## src/rtl/wb_ipi_mailbox.sv

```systemverilog
// wb_ipi_mailbox: inter-processor interrupt mailbox behind a Wishbone B3 slave.
// One FIFO per receiving core. Each FIFO has a sticky overflow flag and an
// interrupt enable. Every Wishbone access gets a single registered response.
//
// Address map: adr[5:4] selects mailbox m, adr[3:2] selects the register.
//   0 DATA   : write pushes into FIFO m; read pops the FIFO head (reads 0 when empty)
//   1 STATUS : [0] empty, [1] full, [2] overflow (write 1 to clear), [7:3] count
//   2 CTRL   : [0] irq enable (written when sel[0]=1)
//   3 reserved, reads 0
//
// Ports:
//   wb_clk_i, wb_rst_ni          clock, asynchronous active-low reset
//   wb_adr_i .. wb_bte_i         Wishbone B3 slave inputs (cti/bte ignored)
//   wb_dat_o, wb_ack_o, wb_err_o registered response; wb_rty_o is tied to 0
//   irq_o[NUM_CORES]             registered (enable & ~empty) for each mailbox
//
// Optional feature: WB_IPI_MAILBOX_OVERFLOW_ERR_EN. When this macro is defined,
// a DATA write to a full FIFO answers with wb_err_o instead of wb_ack_o.
module wb_ipi_mailbox #(
  parameter int NUM_CORES  = 2,
  parameter int FIFO_DEPTH = 4
) (
  input  logic                 wb_clk_i,
  input  logic                 wb_rst_ni,
  input  logic [31:0]          wb_adr_i,
  input  logic [31:0]          wb_dat_i,
  input  logic [3:0]           wb_sel_i,
  input  logic                 wb_we_i,
  input  logic                 wb_cyc_i,
  input  logic                 wb_stb_i,
  input  logic [2:0]           wb_cti_i,
  input  logic [1:0]           wb_bte_i,
  output logic [31:0]          wb_dat_o,
  output logic                 wb_ack_o,
  output logic                 wb_err_o,
  output logic                 wb_rty_o,
  output logic [NUM_CORES-1:0] irq_o
);

  localparam int PW = $clog2(FIFO_DEPTH);
  localparam int CW = PW + 1;

  localparam logic [1:0] REG_DATA   = 2'd0;
  localparam logic [1:0] REG_STATUS = 2'd1;
  localparam logic [1:0] REG_CTRL   = 2'd2;

`ifdef WB_IPI_MAILBOX_OVERFLOW_ERR_EN
  localparam logic OVF_ERR = 1'b1;
`else
  localparam logic OVF_ERR = 1'b0;
`endif

  logic [31:0]          mem    [NUM_CORES][FIFO_DEPTH];
  logic [PW-1:0]        wr_ptr [NUM_CORES];
  logic [PW-1:0]        rd_ptr [NUM_CORES];
  logic [CW-1:0]        count  [NUM_CORES];
  logic [NUM_CORES-1:0] ovf;
  logic [NUM_CORES-1:0] irq_en;

  logic                 access;
  logic [1:0]           mbx;
  logic [1:0]           reg_sel;
  logic [NUM_CORES-1:0] hit;
  logic [NUM_CORES-1:0] empty_v;
  logic [NUM_CORES-1:0] full_v;
  logic [31:0]          rd_data;
  logic                 ovf_err;
  logic                 unused_bits;

  // The ~ack/~err terms keep a held strobe from starting a second access in
  // the response cycle. The next access can only begin one cycle later.
  assign access  = wb_cyc_i & wb_stb_i & ~wb_ack_o & ~wb_err_o;
  assign mbx     = wb_adr_i[5:4];
  assign reg_sel = wb_adr_i[3:2];
  assign wb_rty_o = 1'b0;

  assign unused_bits = ^{wb_adr_i[31:6], wb_adr_i[1:0], wb_sel_i[3:1], wb_cti_i, wb_bte_i};

  // A mailbox index at or above NUM_CORES hits no mailbox. Such an access
  // still gets an ack, reads 0 and changes nothing.
  always_comb begin
    hit     = '0;
    empty_v = '0;
    full_v  = '0;
    for (int i = 0; i < NUM_CORES; i++) begin
      hit[i]     = (mbx == 2'(i));
      empty_v[i] = (count[i] == '0);
      full_v[i]  = (count[i] == CW'(FIFO_DEPTH));
    end
  end

  always_comb begin
    rd_data = '0;
    for (int i = 0; i < NUM_CORES; i++) begin
      if (hit[i]) begin
        case (reg_sel)
          REG_DATA:   if (!empty_v[i]) rd_data = mem[i][rd_ptr[i]];
          REG_STATUS: rd_data = {24'd0, 5'(count[i]), ovf[i], full_v[i], empty_v[i]};
          REG_CTRL:   rd_data = {31'd0, irq_en[i]};
          default:    rd_data = '0;
        endcase
      end
    end
  end

  assign ovf_err = OVF_ERR & access & wb_we_i & (reg_sel == REG_DATA) & (|(hit & full_v));

  always_ff @(posedge wb_clk_i or negedge wb_rst_ni) begin
    if (!wb_rst_ni) begin
      wb_ack_o <= 1'b0;
      wb_err_o <= 1'b0;
      wb_dat_o <= '0;
      irq_o    <= '0;
      ovf      <= '0;
      irq_en   <= '0;
      for (int i = 0; i < NUM_CORES; i++) begin
        wr_ptr[i] <= '0;
        rd_ptr[i] <= '0;
        count[i]  <= '0;
        for (int j = 0; j < FIFO_DEPTH; j++) mem[i][j] <= '0;
      end
    end else begin
      wb_ack_o <= access & ~ovf_err;
      wb_err_o <= ovf_err;
      wb_dat_o <= (access & ~wb_we_i) ? rd_data : 32'd0;
      // irq_o is sampled from the state before this edge. It therefore
      // follows a push or pop one cycle after the response.
      irq_o    <= irq_en & ~empty_v;
      if (access) begin
        for (int i = 0; i < NUM_CORES; i++) begin
          if (hit[i]) begin
            case (reg_sel)
              REG_DATA: begin
                if (wb_we_i) begin
                  if (full_v[i]) begin
                    ovf[i] <= 1'b1;
                  end else begin
                    mem[i][wr_ptr[i]] <= wb_dat_i;
                    wr_ptr[i]         <= wr_ptr[i] + 1'b1;
                    count[i]          <= count[i] + 1'b1;
                  end
                end else if (!empty_v[i]) begin
                  rd_ptr[i] <= rd_ptr[i] + 1'b1;
                  count[i]  <= count[i] - 1'b1;
                end
              end
              REG_STATUS: if (wb_we_i && wb_dat_i[2]) ovf[i] <= 1'b0;
              REG_CTRL:   if (wb_we_i && wb_sel_i[0]) irq_en[i] <= wb_dat_i[0];
              default: ;
            endcase
          end
        end
      end
    end
  end

endmodule

```

## config.mk

```make
export PLATFORM = sky130hd
export DESIGN_NAME = wb_ipi_mailbox
export DESIGN_NICKNAME = d
export VERILOG_FILES = /design/src/rtl/wb_ipi_mailbox.sv
export SDC_FILE = /design/constraint.sdc
export NUM_CORES = 1
export LEC_CHECK = 0
export CORE_UTILIZATION = 45
export CTS_CLUSTER_DIAMETER = 200
export DETAILED_ROUTE_END_ITERATION = 10
export DONT_BUFFER_PORTS = 1
export PLACE_DENSITY = 0.68
export SLEW_MARGIN = 20
export SYNTH_ARGS = -nofsm -noshare
export SYNTH_HDL_FRONTEND = slang
export SYNTH_SLANG_ARGS = --single-unit
```

## constraint.sdc

```tcl
create_clock -name wb_clk_i -period 5.71 [get_ports wb_clk_i]
set_input_delay 1.142 -clock wb_clk_i [delete_from_list [all_inputs] [get_ports wb_clk_i]]
set_output_delay 1.142 -clock wb_clk_i [all_outputs]
set_load 0.03 [all_outputs]
```

Word level (Yosys, flattened, before mapping) --
Index checks and enable logic that the tools add are counted.
Cells by class: multiplexer cells 32, reductions and logical operators 19, $add $sub $neg 8, magnitude comparators 6, bitwise logic cells 15, eq/ne operators 13
Operators with widths (number):
- $mux W32 | 11
- $bwmux W128 | 2
- $pmux W32 S3 | 2
- $bmux W32 S2 | 2
- $demux W32 S2 | 2
- $reduce_and A5 Y1 | 6
- $mux W3 | 6
- $ne A2 B2 Y1 const B | 8
- $ge A3 B3 Y1 const B | 4
- $not A2 Y3 | 4
- $reduce_and A6 Y1 | 2
- $add A2 B1 Y2 const B | 4
- $reduce_and A4 Y1 | 2
- $add A3 B1 Y3 const B | 2
- $eq A3 B3 Y1 const B | 2
- $logic_not A3 Y1 | 2
- $lt A3 B1 Y1 const B | 2
- $not A1 Y1 | 6
- $sub A3 B1 Y3 const B | 2
- $mux W1 | 5
- $eq A2 B1 Y1 const B | 2
- $logic_and A1 B1 Y1 | 4
- $logic_not A2 Y1 | 2
- $pmux W1 S2 | 2
- 5 further kinds | 7
Storage, ports and cells: logic and storage cells 114, bits of input ports 78, bits in registers 309, output and inout port bits 37

Logic depth before layout (Yosys ltp) --
Gate-level depths: netlist (run 1).
depth in word-level cells 11, gate-level depth with buffers 6, depth with buffers taken out 5

Worst setup path before layout (run 1) --
OpenSTA, ideal clock, no wires.
kind input -> register, from input port wb_adr_i[3], to register mem[128] (netlist bit), library setup time 125 ps, stages 5, data arrival time 2818 ps, data required time 5585 ps, path buffers 1, slack 2768 ps, cells stage by stage or3b_2 > a2111oi_4 > nand2_1 > buf_6 > mux2_2
Between the ends: cells in the longest elaborated chain, start to end 2
RTL lines:
- start: declaration | line 25 | input logic [31:0] wb_adr_i,
- $logic_not A2 Y1 | line 132 | case (reg_sel)
- $reduce_and A5 Y1 (no line)
- end signal: indexed assignment | line 138 | mem[i][wr_ptr[i]] <= wb_dat_i;
- end: declaration | line 53 | logic [31:0] mem [NUM_CORES][FIFO_DEPTH];
Every way passes these cells. A chain may end at the register's enable or synchronous reset.

Worst setup path after layout (run 1) --
from input port wb_adr_i[3], to register mem[9] (netlist bit)
Same word-level chain as after synthesis.

==> metrics.yaml, run 1 <==
global_routing:
  antenna_found_initial: 1
  grt_overflow: 0
  grt_pass1_vias: 7642
  grt_pass1_wl_mm: 43.85
  grt_use_met2_pct: 29.17
  use_met1_pct: 26.19
  grt_use_total_pct: 18.33
  busiest_layer: "met2"
  grt_max_degree: 310
  globalRouteMet3Util_pct: 3.398
synthesis:
  syn_avg_cell_area_sq_um: 15.39
  synth_top_flop_cell: "dfrtp_1"
  synth_seq_area_share_pct: 56.96
  synth_seq_cells: 309
  syn_area_sq_um: 13580
  async_flop_share_pct: 100.0
  synth_edf_count: 0
  yosysMostFrequentCell: "dfrtp_1"
  synth_top_area_cell: "dfrtp_1"
  synth_common_cells: "309 x dfrtp_1, 260 x mux2_2, 64 x mux4_2"
  yosys_warnings: 0
  ys_types: 44
  synth.area.top_cells: "dfrtp_1 57%, mux2_2 22%, mux4_2 11%"
  yosysTopAreaCellShare_pct: 56.96
  synthCells: 882
min_path:
  min_path_type: "input port to asynchronous set/reset pin"
worst_setup_path:
  required_ns: 6.14
  path_class: "input port to register"
  arrival_ns: 3.73
  crit_fanout: 32
  cp-end-kind: "register"
  startpoint_type: "input port"
cells_and_area:
  diodes: 0
  nFillCells: 2551
  fin_util_pct: 50.21
  layout.nets: 951
  drive_gt1_share_pct: 44.47
  final-instance-count-excl-fill: 1276
  syn_to_final_growth_pct: 9.622
clocking:
  postCtsSetupBuffers: 0
  cts_sinks: 309
  cts_max_level: 1
  clockBufferDepth: 3
  clk-insertion-delay-late_ns: 0.56
  cts-root-buf: "clkbuf_16"
  cts-resized-gates: 0
  cts_tree: "built"
  clk_pin_slew_worst_paths_ns: 0.06
  hold_buffers: 0
  cts_made_buffers: 30
detailed_routing:
  vias: 7117
  wl_per_cell_um: 21.14
  drt_iter0_drc: 482
  via_per_inst: 5.578
  first_pass_iters: 4
  drc_errors: 0
  antenna_left: 0
  routed_wirelength_mm: 26.97
timing:
  setup_violations: 0
  period_share_pct: 57.79
  timing.final.crit_period_ns: 3.300
  fin_ws_ns: 2.410
  setup_tns_ns: 0
  tightest_slew_ns: 1.115
  maxSlewHeadroom_pct: 25.43
  finClkSkew_ns: 0.02328
  rsz0062_at_grt: "false"
  finalMaxSlewViolations: 0
  final_hold_viol_count: 0
  fmax_mhz: 303.0
placement:
  place.gp.congestion: 0.8195
  pre_cts_ws_ns: 1.856
  dp_cells: 1221
  hpwl_mm: 15.05
  port_buffers: 0
die:
  boundaryPins: 115
  start_util_pct: 45.80
  die_h_um: 175.7
  die-area_sq_um: 30870
  row_count: 63
  die_w_um: 175.7
  core_sq_um: 29640
outcome:
  status: "complete, no violations"
power:
  vdd_drop_max_mv: 0.2108
  leakage_nw: 7.044
  p_per_area_nw_per_um2: 323.3
run:
  cap_violations: 0
path summary, 6_finish.rpt:
kind                                      from               endpoint  slack (ns)  cells after the start
setup reg to reg            wb_ack_o$_DFF_PN0_   mem[193]$_DFFE_PN0P_        2.49                      4
setup / recovery                   wb_adr_i[3]     mem[9]$_DFFE_PN0P_        2.41                      4
max in group asynchronous            wb_rst_ni  rd_ptr[3]$_DFFE_PN0P_        4.70                      0
hold reg to reg            mem[32]$_DFFE_PN0P_    mem[32]$_DFFE_PN0P_        0.50                      1
min in group wb_clk_i      mem[32]$_DFFE_PN0P_    mem[32]$_DFFE_PN0P_        0.50                      1
hold / removal                       wb_rst_ni   mem[104]$_DFFE_PN0P_        0.30                      0
kinds of logic after synthesis:
logic type               after synthesis  share of synthesized area, %
AO/OA/AOI/OAI                         54                         2.802
AND/OR/NAND/NOR                       85                         3.023
other                                  1                       0.02762
adder cells (fa/ha/maj)               10                         1.032
multiplexers                         325                         32.26
flip-flops                           309                         56.96
buffers and inverters                 85                         3.060
XOR/XNOR                              13                        0.8387
layout by cell type, fill, tap and decap left out, types with 2 or more instances in the layout:
cell type  count
xor2_1         4
ha_1           8
nor3_1         4
nand2_1       30
inv_1         30
dfrtp_2        4
bufinv_16      4
a21oi_1        3
o221ai_1       2
a211oi_1       2
or3_1          3
clkbuf_16     30
nand3_1        2
conb_1         2
xnor2_1        9
clkinv_2       4
buf_4          3
mux2_2       260
a221oi_1       3
o21ai_0       29
nand3b_1       4
clkbuf_8       9
nand4_1        3
mux4_2        64
a41oi_1        2
nor2b_1        3
a22oi_1        6
fa_1           2
a2111oi_4      2
o31ai_1        2
dfrtp_1      305
nor2_1        19
nand2_2        8
clkbuf_1       6
stage by stage:
step / instance area (sq um) / power, W / hold WS (ns)
floorplan: 13580 / 0.002697 / 0.4703
global placement: 13820 / 0.002761 / 0.4816
detailed placement: 13820 / 0.002772 / 0.4881
CTS: 14880 / 0.004867 / 0.2634
global route: 14880 / 0.005001 / 0.2763
finish: 14880 / 0.004811 / 0.2993
where the power goes:
group	leakage (nW)	internal, W	total (W)	switching [W]
clock network	0.521	0.00126	0.00208	0.000821
registers	4.24	0.00230	0.00241	0.000103
logic	2.29	0.000178	0.000322	0.000144
critical path: stages:
cell,delay (ns)
or3b_2,0.52
a2111oi_4,0.67
nand2_2,0.83
mux2_2,0.55
per-layer routing:
| layer | vias to the layer above | part of all wire (%) |
|---|---|---|
| li1 | 3170 | - |
| met1 | 3778 | 46 |
| met2 | 133 | 47 |
| met3 | 36 | 5.1 |
| met4 | 0 | 1.7 |
| met5 | - | 0 |
layout make-up:
class / instances / area [sq um] / area share, %
Sequential cell: 309 / 7737 / 51.99
Clock buffer: 45 / 897.1 / 6.028
Multi-Input combinational cell: 489 / 5460 / 36.69
Inverter: 30 / 112.6 / 0.7567
Clock inverter: 10 / 163.9 / 1.101
Timing Repair Buffer: 3 / 22.52 / 0.1513
Tap cell: 390 / 488.0 / 3.279
state kept, by name, summed over array words and instances (netlist names):
signal    cells
mem         256
irq_o         2
rd_ptr        4
count         6
wr_ptr        4
ovf           2
wb_dat_o     32
wb_ack_o      1
irq_en        2
(Power assumes the default switching activity.)
==> run 2: changes to the inputs <==
ABC_AREA = 1   (was not set)
clock period = 3.15 ns   (was 5.71 ns; I/O delays follow)
==> run 2 against run 1 <==
  * The run now ends with negative hold slack left
  * Sequential cell count stayed put
  * Wire length is 40% higher
  * Clock power is 97% higher
  * Via count is 60% higher
  * Hold slack worse by 0.50 ns
  * Sequential power is 80% higher
  * Clock-buffer cell count is 9 higher
  * Total power is 98% higher
  * Synthesized cell count is 100% higher
  * First-iteration DRC count is 140% higher
  * Final cell count is 69% higher
  * Critical endpoint is now mem[147]$_DFFE_PN0P_
  * Largest cell class unchanged
==> metrics.yaml, run 2 <==
global_routing:
  grt_max_degree: 310  # unchanged
  antenna_found_initial: 0  # -1
  grt_pass1_wl_mm: 60.91  # +39%
  grt_overflow: 0  # unchanged
  grt_use_total_pct: 23.67  # +5.3 points
  grt_pass1_vias: 11080  # +45%
power:
  vdd_drop_max_mv: 0.3012  # +43%
  p_per_area_nw_per_um2: 610.3  # +89%
  leakage_nw: 7.935  # +13%
worst_setup_path:
  cp-end-kind: "register"
  path_cells: "nor2_1 > nand2_1 > and3_1 > nand3_4 > buf_4 > o21ai_0"
  critical-path-top-delay-family: "simple AND/OR/NAND/NOR gates"
  startpoint_type: "register"
  cpPeakStageDelay_ns: 0.56  # -0.27 ns
  required_ns: 3.51  # -2.63 ns
  path_class: "register to register"
  cp_slowest_cell: "buf_4"
  path_buf_inv: 1  # +1
  crit_fanout: 64  # +100%
  arrival_ns: 2.53  # -1.20 ns
detailed_routing:
  antenna_left: 0  # unchanged
  vias: 11390  # +60%
  via_per_inst: 5.278  # -5.4%
  drc_errors: 0  # unchanged
  wl_per_cell_um: 17.55  # -17%
  first_pass_iters: 5  # +1
  drt_iter0_drc: 1151  # +140%
  routed_wirelength_mm: 37.88  # +40%
synthesis:
  synth_seq_area_share_pct: 53.72  # -3.2 points
  synth_seq_cells: 309  # unchanged
  synthCells: 1768  # +100%
  synth_top_flop_cell: "dfrtp_1"
  syn_area_sq_um: 14390  # +6.0%
  async_flop_share_pct: 100.0  # unchanged
  synth_common_cells: "804 x nand2_1, 309 x dfrtp_1, 104 x o21ai_0"
  ys_types: 36  # -18%
  synth_edf_count: 0  # unchanged
  synth.area.top_cells: "dfrtp_1 54%, nand2_1 21%, o21ai_0 3.6%"
  yosys_warnings: 0  # unchanged
  syn_avg_cell_area_sq_um: 8.141  # -47%
  synth_top_area_cell: "dfrtp_1"
  yosysMostFrequentCell: "nand2_1"
  yosysTopAreaCellShare_pct: 53.72  # -3.2 points
timing:
  setup_tns_ns: 0  # unchanged
  tightest_slew_ns: 0.8522  # -0.2624 ns
  final_hold_viol_count: 309  # +309
  timing.final.crit_period_ns: 2.166
  fmax_mhz: 461.6
  period_share_pct: 68.77
  setup_violations: 0  # unchanged
  finClkSkew_ns: 0.01572  # -0.007563 ns
  rsz0062_at_grt: "false"
  finalMaxSlewViolations: 0  # unchanged
  maxSlewHeadroom_pct: 42.59  # +17 points
  holdWs_ns: -0.1961  # -0.4953 ns
  fin_ws_ns: 0.9839  # -1.426 ns
cells_and_area:
  fin_util_pct: 49.55  # -0.66 points
  nFillCells: 2994  # +17%
  final_common_cell: "nand2_1"
  syn_to_final_growth_pct: 8.345
  final_cell_mix: "804 x nand2_1, 307 x dfrtp_1, 104 x o21ai_0"
  top_register: "mem"
  drive_gt1_share_pct: 6.211  # -38 points
  top_regs: "mem (256), wb_dat_o (32), count (6)"
  largest_reg_flops: 256  # unchanged
  layout.nets: 1818  # +91%
clocking:
  cts_tree: "built"
  clk_pin_slew_worst_paths_ns: 0.06  # about the same
  clockBufferDepth: 3  # unchanged
  cts_sinks: 309  # unchanged
  postCtsSetupBuffers: 0  # unchanged
  cts-resized-gates: 0  # unchanged
  clk-insertion-delay-late_ns: 0.52  # -0.04 ns
  cts_made_buffers: 35  # +17%
  cts-root-buf: "clkbuf_16"
  cts_max_level: 2  # +1
outcome:
  status: "finished, violations left"
  violations: "negative hold slack"
placement:
  pre_cts_ws_ns: 0.9452  # -0.9107 ns
  hpwl_mm: 21.54  # +43%
  port_buffers: 0  # unchanged
  place.gp.congestion: 0.8488  # +3.6%
die:
  die-area_sq_um: 32700  # +6.0%
  row_count: 65  # +3.2%
  die_h_um: 180.8  # +2.9%
  boundaryPins: 115  # unchanged
  die_w_um: 180.8  # +2.9%
  start_util_pct: 45.73  # -0.071 points
  core_sq_um: 31470  # +6.2%
run:
  cap_violations: 0  # unchanged
min_path:
  min_path_type: "input port to asynchronous set/reset pin"
[run 2: cell count changes after synthesis, sizes merged, moves of 6 or more]
cell / before / now
a21oi: 3 / 75
a22oi: 6 / 16
buf: 32 / 67
clkbuf: 23 / 32
inv: 30 / 107
mux2: 260 / 0
mux4: 64 / 0
nand2: 38 / 810
nand3: 2 / 63
nor2: 19 / 71
o21ai: 29 / 170
o221ai: 2 / 8
xnor2: 9 / 3
[run 2: final timing paths]
check,startpoint,end,slack [ns],cells after the start
hold / removal,wb_rst_ni,mem[117]$_DFFE_PN0P_,-0.20,0
hold reg to reg,mem[61]$_DFFE_PN0P_,mem[61]$_DFFE_PN0P_,0.47,2
max in group asynchronous,wb_rst_ni,rd_ptr[2]$_DFFE_PN0P_,2.81,0
setup reg to reg,count[3]$_DFFE_PN0P_,mem[147]$_DFFE_PN0P_,0.98,6
setup / recovery,count[3]$_DFFE_PN0P_,mem[147]$_DFFE_PN0P_,0.98,6
min in group wb_clk_i,wb_dat_i[21],mem[21]$_DFFE_PN0P_,0.22,2
[run 2: per-stage QoR]
stage	power, W	cell area [sq um]	instances	hold WS, ns
after floorplan	0.005185	14400	1769	0.3344
after global placement	0.005442	14420	2095	0.3392
after detailed placement	0.005467	14420	2095	0.3394
after CTS	0.009586	15590	2157	-0.2123
after global routing	0.009920	15590	2157	-0.2066
final	0.009517	15600	2158	-0.1961
[run 2: metal layers]
layer | global-route usage (%) | vias to the layer above | routed length [um]
li1 | - | 5486 | -
met1 | 31.39 | 5484 | 16360
met2 | 39.66 | 345 | 18280
met3 | 3.245 | 76 | 2170
met4 | 8.513 | 0 | 1074
met5 | 0 | - | 0
[run 2: layout make-up]
cell class,count,area (sq um),share of cell area [%]
Clock inverter,8,108.9,0.6980
Inverter,107,406.6,2.608
Tap cell,402,503.0,3.225
Timing Repair Buffer,23,210.2,1.348
Antenna cell,1,2.502,0.01605
Multi-Input combinational cell,1254,5560,35.65
Clock buffer,54,1069,6.852
Sequential cell,309,7735,49.60
[run 2: cells by family after synthesis]
kind of cell | count (synthesis) | share of synthesized area (%)
AND/OR/NAND/NOR | 954 | 26.74
flip-flops | 309 | 53.72
AO/OA/AOI/OAI | 277 | 10.20
buffers and inverters | 206 | 7.676
XOR/XNOR | 11 | 0.6694
adder cells (fa/ha/maj) | 10 | 0.9736
other | 1 | 0.02605
[run 2: power breakdown]
group	total, W	internal [W]	switching, W	leakage [nW]
registers	0.00433	0.00418	0.000149	4.23
logic	0.00108	0.000347	0.000734	3.13
clock network	0.00410	0.00251	0.00160	0.581
total	0.00952	0.00704	0.00248	7.93
==> run 3: changes to the inputs <==
PLACE_DENSITY = 0.7   (was 0.68)
clock period = 1.8 ns   (was 3.15 ns; I/O delays follow)
==> run 3 against run 2 <==
  * The run still ends with negative hold slack left
  * Clock-buffer cell count shrank 7
  * First-iteration DRC count down 13%
  * Combinational power up 99%
  * Register-to-register slack got worse by 0.83 ns
  * Die area stayed put
  * Via count grew 2.7%
  * Critical path depth up 1
  * Non-clock buffer count grew 68
  * Clock skew rose by 0.0030 ns
  * Sequential power grew 75%
  * Largest cell class unchanged
==> metrics.yaml, run 3 (synthesis results as in run 2) <==
outcome:
  status: "finished, violations left"
  violations: "negative hold slack"
timing:
  rsz0062_at_grt: "false"
  holdWs_ns: -0.4556  # -0.2595 ns
  finalMaxSlewViolations: 0  # unchanged
  timing.final.crit_period_ns: 1.650  # -0.5162 ns
  fmax_mhz: 606.1  # +31%
  period_share_pct: 91.66  # +23 points
  finClkSkew_ns: 0.01876  # +0.003034 ns
  setup_violations: 0  # unchanged
  fin_ws_ns: 0.1501  # -0.8338 ns
  maxSlewHeadroom_pct: 47.37  # +4.8 points
  final_hold_viol_count: 309  # unchanged
  tightest_slew_ns: 0.7812  # -0.07100 ns
die:
  row_count: 65  # unchanged
  start_util_pct: 45.73  # unchanged
  die_h_um: 180.8  # unchanged
  die-area_sq_um: 32700  # unchanged
  die_w_um: 180.8  # unchanged
  boundaryPins: 115  # unchanged
  core_sq_um: 31470  # unchanged
clocking:
  postCtsSetupBuffers: 0  # unchanged
  cts_max_level: 2  # unchanged
  cts_tree: "built"
  cts_sinks: 309  # unchanged
  clk-insertion-delay-late_ns: 0.52  # about the same
  hold_buffers: 32
  cts_made_buffers: 34  # -2.9%
  clockBufferDepth: 3  # unchanged
  clk_pin_slew_worst_paths_ns: 0.06  # about the same
  cts-root-buf: "clkbuf_16"
global_routing:
  grt_use_total_pct: 23.75  # +0.081 points
  antenna_found_initial: 4  # +4
  use_met1_pct: 31.97  # +0.58 points
  grt_use_met2_pct: 38.47  # -1.2 points
  grt_pass1_vias: 11280  # +1.8%
  grt_pass1_wl_mm: 61.44  # +0.87%
  busiest_layer: "met2"
  globalRouteMet3Util_pct: 4.354  # +1.1 points
  grt_overflow: 0  # unchanged
  grt_max_degree: 310  # unchanged
worst_setup_path:
  arrival_ns: 2.03  # -0.50 ns
  cp-end-kind: "register"
  path_cells: "nor2_1 > nand2_1 > and3_2 > nand3_4 > buf_12 > nand2_1 > o21ai_0"
  startpoint_type: "register"
  required_ns: 2.18  # -1.33 ns
  cpPeakStageDelay_ns: 0.41  # -0.15 ns
  cp_slowest_cell: "dfrtp_1"
  crit_fanout: 24  # -63%
  path_common_cell: "nand2_1"
  path_class: "register to register"
placement:
  port_buffers: 0  # unchanged
  dp_cells: 2131  # +1.7%
  hpwl_mm: 23.58  # +9.5%
  place.gp.congestion: 0.8708  # +2.6%
  pre_cts_ws_ns: -0.01040  # -0.9556 ns
min_path:
  min_path_type: "input port to asynchronous set/reset pin"
power:
  p_per_area_nw_per_um2: 1041  # +71%
  vdd_drop_max_mv: 0.6715  # +120%
  leakage_nw: 8.415  # +6.1%
cells_and_area:
  largest_reg_flops: 256  # unchanged
  drive_gt1_share_pct: 8.338  # +2.1 points
  top_register: "mem"
  final-instance-count-excl-fill: 2227  # +3.2%
  layout.nets: 1885  # +3.7%
  final_common_cell: "nand2_1"
  nFillCells: 2810  # -6.1%
  top_regs: "mem (256), wb_dat_o (32), count (6)"
  syn_to_final_growth_pct: 15.33
  final_cell_mix: "804 x nand2_1, 307 x dfrtp_1, 104 x o21ai_0"
detailed_routing:
  drc_errors: 0  # unchanged
  drt_iter0_drc: 1000  # -13%
  first_pass_iters: 5  # unchanged
  wl_per_cell_um: 16.98  # -3.3%
  routed_wirelength_mm: 37.81  # -0.20%
  antenna_left: 0  # unchanged
  vias: 11700  # +2.7%
  via_per_inst: 5.252  # -0.50%
run:
  cap_violations: 0  # unchanged
-- run 3: routing by layer --
metal	share of wire, %	routed length, um
met3	6.6	2479
met5	0.026	10
met4	2.9	1092
met2	48	18060
met1	43	16160
-- run 3: metrics by stage --
step                area, sq um  setup TNS, ns  util [%]  power (W)
floorplan                 14400              0         -   0.009074
global placement          15020              0     47.73   0.009652
detailed placement        15020       -0.02807     47.73   0.009711
CTS                       16590              0     52.73    0.01738
global route              16600              0     52.73    0.01800
finish                    16600              0     52.74    0.01728
-- run 3: critical path, delay by kind of cell (launching register included) --
kind,cells,cell delay (ns)
flops,1,0.41
compound gates,1,0.08
buf+inv,1,0.21
simple gates,5,0.82
-- run 3: power by group --
group	switching (W)	internal [W]	leakage (nW)
clock	0.00285	0.00471	0.618
combinational	0.00137	0.000780	3.57
sequential	0.000245	0.00732	4.23
total	0.00447	0.0128	8.41
-- run 3: path summary, 6_finish.rpt --
check | start | endpoint | slack (ns) | cells after the start
setup / recovery | count[4]$_DFFE_PN0P_ | mem[138]$_DFFE_PN0P_ | 0.15 | 7
hold / removal | wb_rst_ni | mem[62]$_DFFE_PN0P_ | -0.46 | 0
setup reg to reg | count[4]$_DFFE_PN0P_ | mem[138]$_DFFE_PN0P_ | 0.15 | 7
hold reg to reg | mem[124]$_DFFE_PN0P_ | mem[124]$_DFFE_PN0P_ | 0.47 | 2
max in group asynchronous | wb_rst_ni | rd_ptr[2]$_DFFE_PN0P_ | 1.66 | 0
min in group wb_clk_i | wb_dat_i[8] | mem[40]$_DFFE_PN0P_ | 0.02 | 2
-- run 3: timing repair --
action | CTS | global route
hold endpoints to repair | 436 | 309
resized for setup | 1 | 0
setup endpoints to repair | 4 | 0
-- run 3: layout make-up --
cell class / instances / area, sq um / area share (%)
Antenna cell: 2 / 5.005 / 0.03015
Clock buffer: 47 / 1021 / 6.151
Clock inverter: 15 / 229.0 / 1.379
Inverter: 107 / 406.6 / 2.450
Multi-Input combinational cell: 1254 / 5562 / 33.50
Sequential cell: 309 / 7735 / 46.60
Tap cell: 402 / 503.0 / 3.030
Timing Repair Buffer: 91 / 1139 / 6.859
